<file path="config.mk">
export PLATFORM = sky130hd
export DESIGN_NAME = vga_frame_reader
export DESIGN_NICKNAME = d
export VERILOG_FILES = /design/src/rtl/vga_frame_reader.sv
export SDC_FILE = /design/constraint.sdc
export NUM_CORES = 1
export LEC_CHECK = 0
export BUFFER_PORTS_ARGS = -buffer_cell sky130_fd_sc_hd__buf_2
export CAP_MARGIN = 20
export CORE_ASPECT_RATIO = 0.7
export CORE_MARGIN = 5
export CORE_UTILIZATION = 50
export DETAILED_ROUTE_END_ITERATION = 8
export HOLD_SLACK_MARGIN = 0.03
export MAX_ROUTING_LAYER = met4
export PLACE_DENSITY = 0.67
export REMOVE_ABC_BUFFERS = 1
export SETUP_SLACK_MARGIN = 0.4
export SYNTH_ARGS = -nofsm -noshare
export SYNTH_HDL_FRONTEND = slang
export SYNTH_SLANG_ARGS = --single-unit
</file>
<file path="constraint.sdc">
create_clock -name clk_i -period 2.9 [get_ports clk_i]
set_input_delay 0.435 -clock clk_i [delete_from_list [all_inputs] [get_ports clk_i]]
set_output_delay 0.435 -clock clk_i [all_outputs]
set_load 0.1 [all_outputs]
</file>
<file path="src/rtl/vga_frame_reader.sv">
// VGA 640x480@60 raster reader: walks VRAM one pixel ahead of the output stage and
// converts each cell to RGB444. Optional checkerboard overlay under VGA_TEST_PATTERN_EN.
module vga_frame_reader #(
   parameter int          ACTIVE_COLUMNS = 640,
   parameter int          ACTIVE_ROWS    = 480,
   parameter int          ADDR_WIDTH     = $clog2(ACTIVE_COLUMNS*ACTIVE_ROWS),
   parameter int          DATA_WIDTH     = 1,
   parameter int          H_FRONT        = 16,
   parameter int          H_SYNC         = 96,
   parameter int          H_BACK         = 48,
   parameter int          V_FRONT        = 10,
   parameter int          V_SYNC         = 2,
   parameter int          V_BACK         = 33,
   parameter int          CLKS_PER_PIXEL = 4,
   parameter logic [11:0] SAND_RGB       = 12'hFC4
) (
   input  logic                  clk_i,
   input  logic                  reset_ni,
   input  logic [DATA_WIDTH-1:0] vram_read_data_i,
   output logic [ADDR_WIDTH-1:0] vram_read_address_o,
   output logic                  hsync_o,
   output logic                  vsync_o,
   output logic                  video_on_o,
   output logic [11:0]           rgb_o,
   output logic                  vblank_start_o,
   input  logic                  test_pattern_i
);

   localparam int H_TOTAL = ACTIVE_COLUMNS + H_FRONT + H_SYNC + H_BACK;
   localparam int V_TOTAL = ACTIVE_ROWS + V_FRONT + V_SYNC + V_BACK;
   localparam int H_W     = $clog2(H_TOTAL);
   localparam int V_W     = $clog2(V_TOTAL);
   localparam int DIV_W   = $clog2(CLKS_PER_PIXEL);

   localparam logic [DIV_W-1:0] DIV_LAST = DIV_W'(CLKS_PER_PIXEL - 1);
   localparam logic [H_W-1:0]   H_LAST   = H_W'(H_TOTAL - 1);
   localparam logic [V_W-1:0]   V_LAST   = V_W'(V_TOTAL - 1);
   localparam logic [H_W-1:0]   H_ACT    = H_W'(ACTIVE_COLUMNS);
   localparam logic [V_W-1:0]   V_ACT    = V_W'(ACTIVE_ROWS);
   localparam logic [H_W-1:0]   HS_START = H_W'(ACTIVE_COLUMNS + H_FRONT);
   localparam logic [H_W-1:0]   HS_END   = H_W'(ACTIVE_COLUMNS + H_FRONT + H_SYNC);
   localparam logic [V_W-1:0]   VS_START = V_W'(ACTIVE_ROWS + V_FRONT);
   localparam logic [V_W-1:0]   VS_END   = V_W'(ACTIVE_ROWS + V_FRONT + V_SYNC);

   logic [DIV_W-1:0]      div_count;
   logic                  tick;
   logic [H_W-1:0]        h_count;
   logic [V_W-1:0]        v_count;
   logic [H_W-1:0]        h_next;
   logic [V_W-1:0]        v_next;
   logic                  active_cur;
   logic                  active_next;
   logic                  hsync_window;
   logic                  vsync_window;
   logic [11:0]           pixel_rgb;

   assign tick = (div_count == DIV_LAST);

   always_ff @(posedge clk_i or negedge reset_ni) begin
      if (!reset_ni) begin
         div_count <= '0;
      end else if (tick) begin
         div_count <= '0;
      end else begin
         div_count <= div_count + 1'b1;
      end
   end

   always_comb begin
      h_next = h_count + 1'b1;
      v_next = v_count;
      if (h_count == H_LAST) begin
         h_next = '0;
         v_next = (v_count == V_LAST) ? '0 : v_count + 1'b1;
      end
   end

   assign active_cur   = (h_count < H_ACT) && (v_count < V_ACT);
   assign active_next  = (h_next < H_ACT) && (v_next < V_ACT);
   assign hsync_window = (h_count >= HS_START) && (h_count < HS_END);
   assign vsync_window = (v_count >= VS_START) && (v_count < VS_END);

   // The address register always holds the VRAM index of the current (h, v), so the
   // read data is settled well before the output stage consumes it on the next tick.
   always_ff @(posedge clk_i or negedge reset_ni) begin
      if (!reset_ni) begin
         h_count             <= '0;
         v_count             <= '0;
         vram_read_address_o <= '0;
      end else if (tick) begin
         h_count <= h_next;
         v_count <= v_next;
         if ((h_next == '0) && (v_next == '0)) begin
            vram_read_address_o <= '0;
         end else if (active_next) begin
            vram_read_address_o <= vram_read_address_o + 1'b1;
         end
      end
   end

`ifdef VGA_TEST_PATTERN_EN
   always_comb begin
      pixel_rgb = '0;
      if (active_cur) begin
         if (test_pattern_i) begin
            pixel_rgb = (h_count[4] ^ v_count[4]) ? SAND_RGB : 12'h000;
         end else begin
            pixel_rgb = (vram_read_data_i != '0) ? SAND_RGB : 12'h000;
         end
      end
   end
`else
   logic unused_test_pattern;
   assign unused_test_pattern = test_pattern_i;

   always_comb begin
      pixel_rgb = '0;
      if (active_cur) begin
         pixel_rgb = (vram_read_data_i != '0) ? SAND_RGB : 12'h000;
      end
   end
`endif

   // Sync, blank and colour all register together so one pixel changes on one edge.
   always_ff @(posedge clk_i or negedge reset_ni) begin
      if (!reset_ni) begin
         hsync_o        <= 1'b1;
         vsync_o        <= 1'b1;
         video_on_o     <= 1'b0;
         rgb_o          <= '0;
         vblank_start_o <= 1'b0;
      end else begin
         vblank_start_o <= tick && (h_next == '0) && (v_next == V_ACT);
         if (tick) begin
            hsync_o    <= ~hsync_window;
            vsync_o    <= ~vsync_window;
            video_on_o <= active_cur;
            rgb_o      <= pixel_rgb;
         end
      end
   end

endmodule

</file>
# [After elaboration in Yosys (flattened, before gate mapping)]
# Index checks and enable logic that the tools add are counted.
# W data, S select, Z words.
[classes] add_sub_neg=4 n_lt_le_gt_ge=8 n_eq_ne=4 mux=8 n_bitwise=2 reduce_logical=11
[op_table] op="$mux W19" n=2
[op_table] op="$lt A10 B10 Y1 const B" n=3
[op_table] op="$lt A10 B9 Y1 const B" n=3
[op_table] op="$mux W10" n=3
[op_table] op="$mux W12" n=2
[op_table] op="$add A10 B1 Y10 const B" n=2
[op_table] op="$eq A10 B10 Y1 const B" n=2
[op_table] op="$logic_not A10 Y1" n=2
[op_table] op="$add A19 B1 Y19 const B" n=1
[op_table] op="$eq A10 B9 Y1 const B" n=1
[op_table] op="$ge A10 B10 Y1 const B" n=1
[op_table] op="$ge A10 B9 Y1 const B" n=1
[op_table] op="$logic_and A1 B1 Y1" n=7
[op_table] op="$add A2 B1 Y2 const B" n=1
[op_table] op="$eq A2 B2 Y1 const B" n=1
[op_table] op="$mux W2" n=1
[op_table] op="$not A1 Y1" n=2
[op_table] op="$reduce_and A2 Y1" n=1
[op_table] op="$reduce_bool A2 Y1" n=1
[totals] reg_bits=57

# [Logic depth before layout (Yosys ltp)]
[depth] depth_word=7 mapped_depth=13

# [Least setup slack after synthesis]
# No wires, ideal clock.
[synth_timing] path_type="reg2reg" start="reg vram_read_address_o[0]" end="reg vram_read_address_o[18]" arrival_ns=2.747 required_time_ns=2.734 slack_ns=-0.012 path_stages_with_launch=9 cell_sequence="dfrtp_1 > ha_1 > inv_1 > nor3_1 > nand4_1 > or2_2 > or3_1 > nand3_1 > o311ai_1"
[synth_via] elab_chain_len=3
[synth_rtl] item="start, declared" line="20" source="output logic [ADDR_WIDTH-1:0] vram_read_address_o,"
[synth_rtl] item="start signal, assigned" line="96" source="vram_read_address_o <= vram_read_address_o + 1'b1;"
[synth_rtl] item="$add A19 B1 Y19" line="96"
[synth_rtl] item="$mux W19" line="95" source="end else if (active_next) begin"
[synth_rtl] item="$mux W19" line="93" source="if ((h_next == '0) && (v_next == '0)) begin"
# No other way between the ends. The select of a mux whose other input is x is not followed.
# A chain may end at the register's enable or synchronous reset.

# [Worst setup path after layout]
[layout_timing] start="reg h_count[7]" end="reg vram_read_address_o[16]"
[layout_via] elab_chain_len=6
[layout_rtl] item="start, declared" line="47" source="logic [H_W-1:0] h_count;"
[layout_rtl] item="start signal, assigned" line="91" source="h_count <= h_next;"
[layout_rtl] item="$add A10 B1 Y10 or $eq A10 B10 Y1 (tied branches)" line="70, 72"
[layout_rtl] item="$mux W10" line="72" source="if (h_count == H_LAST) begin"
[layout_rtl] item="$lt A10 B10 Y1, or another cell as far along" line="79" source="assign active_next = (h_next < H_ACT) && (v_next < V_ACT);"
[layout_rtl] item="$logic_and A1 B1 Y1, on equally long branches" line="79, 93"
[layout_rtl] item="$reduce_bool A2 Y1 (no source line)"
[layout_rtl] item="$reduce_and A2 Y1 (no source line)"
# Parallel ways exist; a longest one is shown, timed or not.

==> out/metrics.csv <==
stage;metric;value;unit
setup_path;cp_slowest_stage_delay;460;ps
timing;setup_violations;0;
grt;grt_util_all_layers;21.8;%
synthesis;ys_seq_area_share;39.4;%
synthesis;avgSynthCellArea;8.50;µm²
setup_path;critPathSlowestCell;dfrtp_2;
timing;fmax;0.388;GHz
cts;htree_levels;2;
setup_path;cp_cell_sequence;and4bb_2, nand4_1, o211ai_1, a211oi_1, or3_1, nand2b_4, buf_12, o311ai_2;
finish;fillers;489;
grt;grt_pass1_vias;2500;
detailed_routing;post-route-drc-count;0;
cts;cts_root_buf;clkbuf_8;
setup_path;cp_data_arrival_time;2780;ps
power;leakage;0.00146;µW
timing;setup_ws;326;ps
power;powerDensity;334;nW/µm²
hold_path;hold_class;in2reg;
floorplanning;rows;23;
timing;maxSlewViolCount;0;
finish;diodes;0;
synthesis;yosysTopAreaCell;dfrtp_1;
synthesis;synth_top_area_share;37.6;%
grt;grt_pass1_wl;12700;µm
detailed_routing;wirelength;7560;µm
placement;port-buffer-count;32;
detailed_routing;viasPerCell;5.90;
cts;clock_latency;310;ps
cts;clk_pin_slew_worst_paths;90;ps
finish;final_util;64.0;%
floorplanning;core-area;5700;µm²
outcome;status;completed;
setup_path;worstPathMaxFanout;6;
finish;layout_commonest_cell;nand2_1;
cts;cts_sinks;46;
synthesis;synth_warnings;0;
floorplanning;die_h;74.1;µm
timing;rsz0062_at_grt;yes;
synthesis;syn_inst;345;
synthesis;synth.distinct_cells;49;
grt;grt_max_degree;47;
placement;gp_congestion;0.843;
detailed_routing;drt-wirelength-per-cell;16.2;µm
floorplanning;ios;39;
timing;min_period;2570;ps
setup_path;worst_setup_path_end_kind;flop;
timing;worst_hold_slack;361;ps
detailed_routing;vias;2748;
cts;cts_buffers;5;
timing;finalCritPeriodShare;88.8;%
placement;hpwl;4770;µm
cts;ctsLongestPathBuffers;2;
synthesis;postSynthRegisterBits;46;
synthesis;netlist_area;2930;µm²
floorplanning;initial_core_util;51.4;%
detailed_routing;postRouteAntennaNets;0;
setup_path;worstPathRequired;3100;ps
finish;final_cell_mix;nand2_1 (40), dfrtp_1 (35), buf_2 (32), nand3_1 (26), buf_4 (26);
grt;antenna_found_initial;0;
job;cap_viol_max_count;0;
setup_path;crit_family;simple AND/OR/NAND/NOR gates;
floorplanning;design.die.area;7520;µm²
setup_path;startpoint_type;flop;
placement;post_dp_cell_area;3080;µm²
timing;tightest_slew;568;ps
grt;overflow;0;
floorplanning;die_w;102;µm
power;vdd_drop_max;0.257;mV
finish;area_delta_synth_final;24.3;%
setup_path;critPathKind;reg2reg;
finish;drive_gt1_share;29.9;%
timing;hold_viol;0;
timing;relSlewSlack;62.0;%
detailed_routing;first_pass_iters;5;
synthesis;synth.area.top_cells;dfrtp_1 (38%), nand2_1 (5.1%), nand3_1 (4.6%), buf_4 (3.6%), nand4_1 (3.4%);
detailed_routing;drt_iter0_drc;143;
cts;cts_tree;done;
timing;fin_tns_setup;0;ps
finish;stdcell_area;3640;µm²
finish;nets;400;
timing;finClkSkew;7.21;ps
placement;dp_slack;-64.9;ps
setup_path;crit_buf_inv;1;
registers in the layout (all words and copies together) (netlist names):
register / cells
vblank_start_o: 1
div_count: 2
vsync_o: 1
video_on_o: 1
rgb_o: 1
vram_read_address_o: 19
h_count: 10
v_count: 10
hsync_o: 1
worst register-to-register path: stages, from the launching register on:
cell and delay, ps:
dfrtp_2 460, and4bb_2 390, nand4_1 240, o211ai_1 260, a211oi_1 110, or3_1 370, nand2b_4 220, buf_12 150
o311ai_2 270
synth_stat cells (all sizes together):
| master | number |
|---|---|
| dfrtp | 44 |
| nand2 | 40 |
| nand3 | 27 |
| inv | 23 |
| buf | 20 |
| o21ai | 19 |
| nand4 | 16 |
| a21oi | 14 |
| clkbuf | 14 |
| nor2 | 13 |
| nor3 | 10 |
| o22ai | 10 |
| o311ai | 9 |
| xnor2 | 9 |
| and3 | 8 |
| a31oi | 7 |
| ha | 6 |
| nand2b | 6 |
| and4 | 5 |
| o211ai | 4 |
| or2 | 4 |
| xor2 | 4 |
| and4bb | 3 |
| nor4 | 3 |
| o31ai | 3 |
| a211oi | 2 |
| a32o | 2 |
| dfstp | 2 |
| mux2i | 2 |
| nand4b | 2 |
| nand4bb | 2 |
| nor4b | 2 |
| o21a | 2 |
| or3 | 2 |
| a2111oi | 1 |
| a21boi | 1 |
| and2 | 1 |
| conb | 1 |
| nor3b | 1 |
| or4b | 1 |
final timing paths:
| kind | cells after the start | startpoint | slack, ps | end |
|---|---|---|---|---|
| min in group asynchronous | 2 | reset_ni | 550 | vram_read_address_o[0]$_DFFE_PN0P_ |
| worst max-delay path | 8 | h_count[7]$_DFFE_PN0P_ | 330 | vram_read_address_o[16]$_DFFE_PN0P_ |
| worst min register to register | 1 | div_count[0]$_DFF_PN0_ | 430 | div_count[0]$_DFF_PN0_ |
| worst max register to register | 8 | h_count[7]$_DFFE_PN0P_ | 330 | vram_read_address_o[16]$_DFFE_PN0P_ |
| max in group asynchronous | 3 | reset_ni | 1820 | hsync_o$_DFFE_PN1P_ |
| worst min-delay path | 3 | vram_read_data_i | 360 | rgb_o[10]$_DFFE_PN0P_ |
per-layer routing:
| layer | GRT usage (%) | routed length (µm) |
|---|---|---|
| met2 | 29.9 | 3240 |
| met4 | 5.46 | 83 |
| met3 | 4.03 | 451 |
| met1 | 32.7 | 3780 |
| met5 | - | 0 |
layout make-up:
type	instances	area [µm²]	share of cell area, %
multi-input cells	247	1680	46.0
clock inverters	2	37.5	1.03
repair buffers	67	513	14.1
inverters	23	86.3	2.37
well taps	75	93.8	2.57
clock buffers	6	72.6	1.99
flip-flops and latches	46	1160	32.0
metrics by stage:
| stage | std cells | power [µW] |
|---|---|---|
| finish | 466 | 1220 |
| global route | 466 | 1260 |
| CTS | 460 | 1230 |
| detailed placement | 434 | 742 |
| global placement | 434 | 742 |
| floorplan | 315 | 722 |
cell families (layout without fill, tap and decap cells):
family / after synthesis / after routing / synth area share [%]
other: 1 / 5 / 0.128
DFF: 46 / 46 / 39.4
adders and majority gates: 6 / 6 / 2.56
muxes: 2 / 2 / 0.683
buffers and inverters: 57 / 98 / 9.99
xor gates and xnor gates: 13 / 13 / 3.88
AOI/OAI and AO/OA: 74 / 74 / 16.3
and+or+nand+nor: 146 / 147 / 27.1
what timing repair did:
| action | CTS | global route |
|---|---|---|
| endpoints found under the setup margin | 19 | 19 |
| gates resized for setup | 38 | 16 |
| pin swaps | 6 | 8 |
| hold endpoints to repair | 0 | 11 |
| hold buffers | 0 | 1 |
| gates cloned | 1 | 2 |
| setup buffers | 17 | 2 |
where the power goes:
group / total [µW] / switching, µW / internal, µW
Combinational: 89.4 / 81.1 / 8.36
Sequential: 643 / 1.01 / 642
Clock: 487 / 229 / 257
Total: 1220 / 312 / 907
Note: power is estimated with default switching activity, not from simulation.
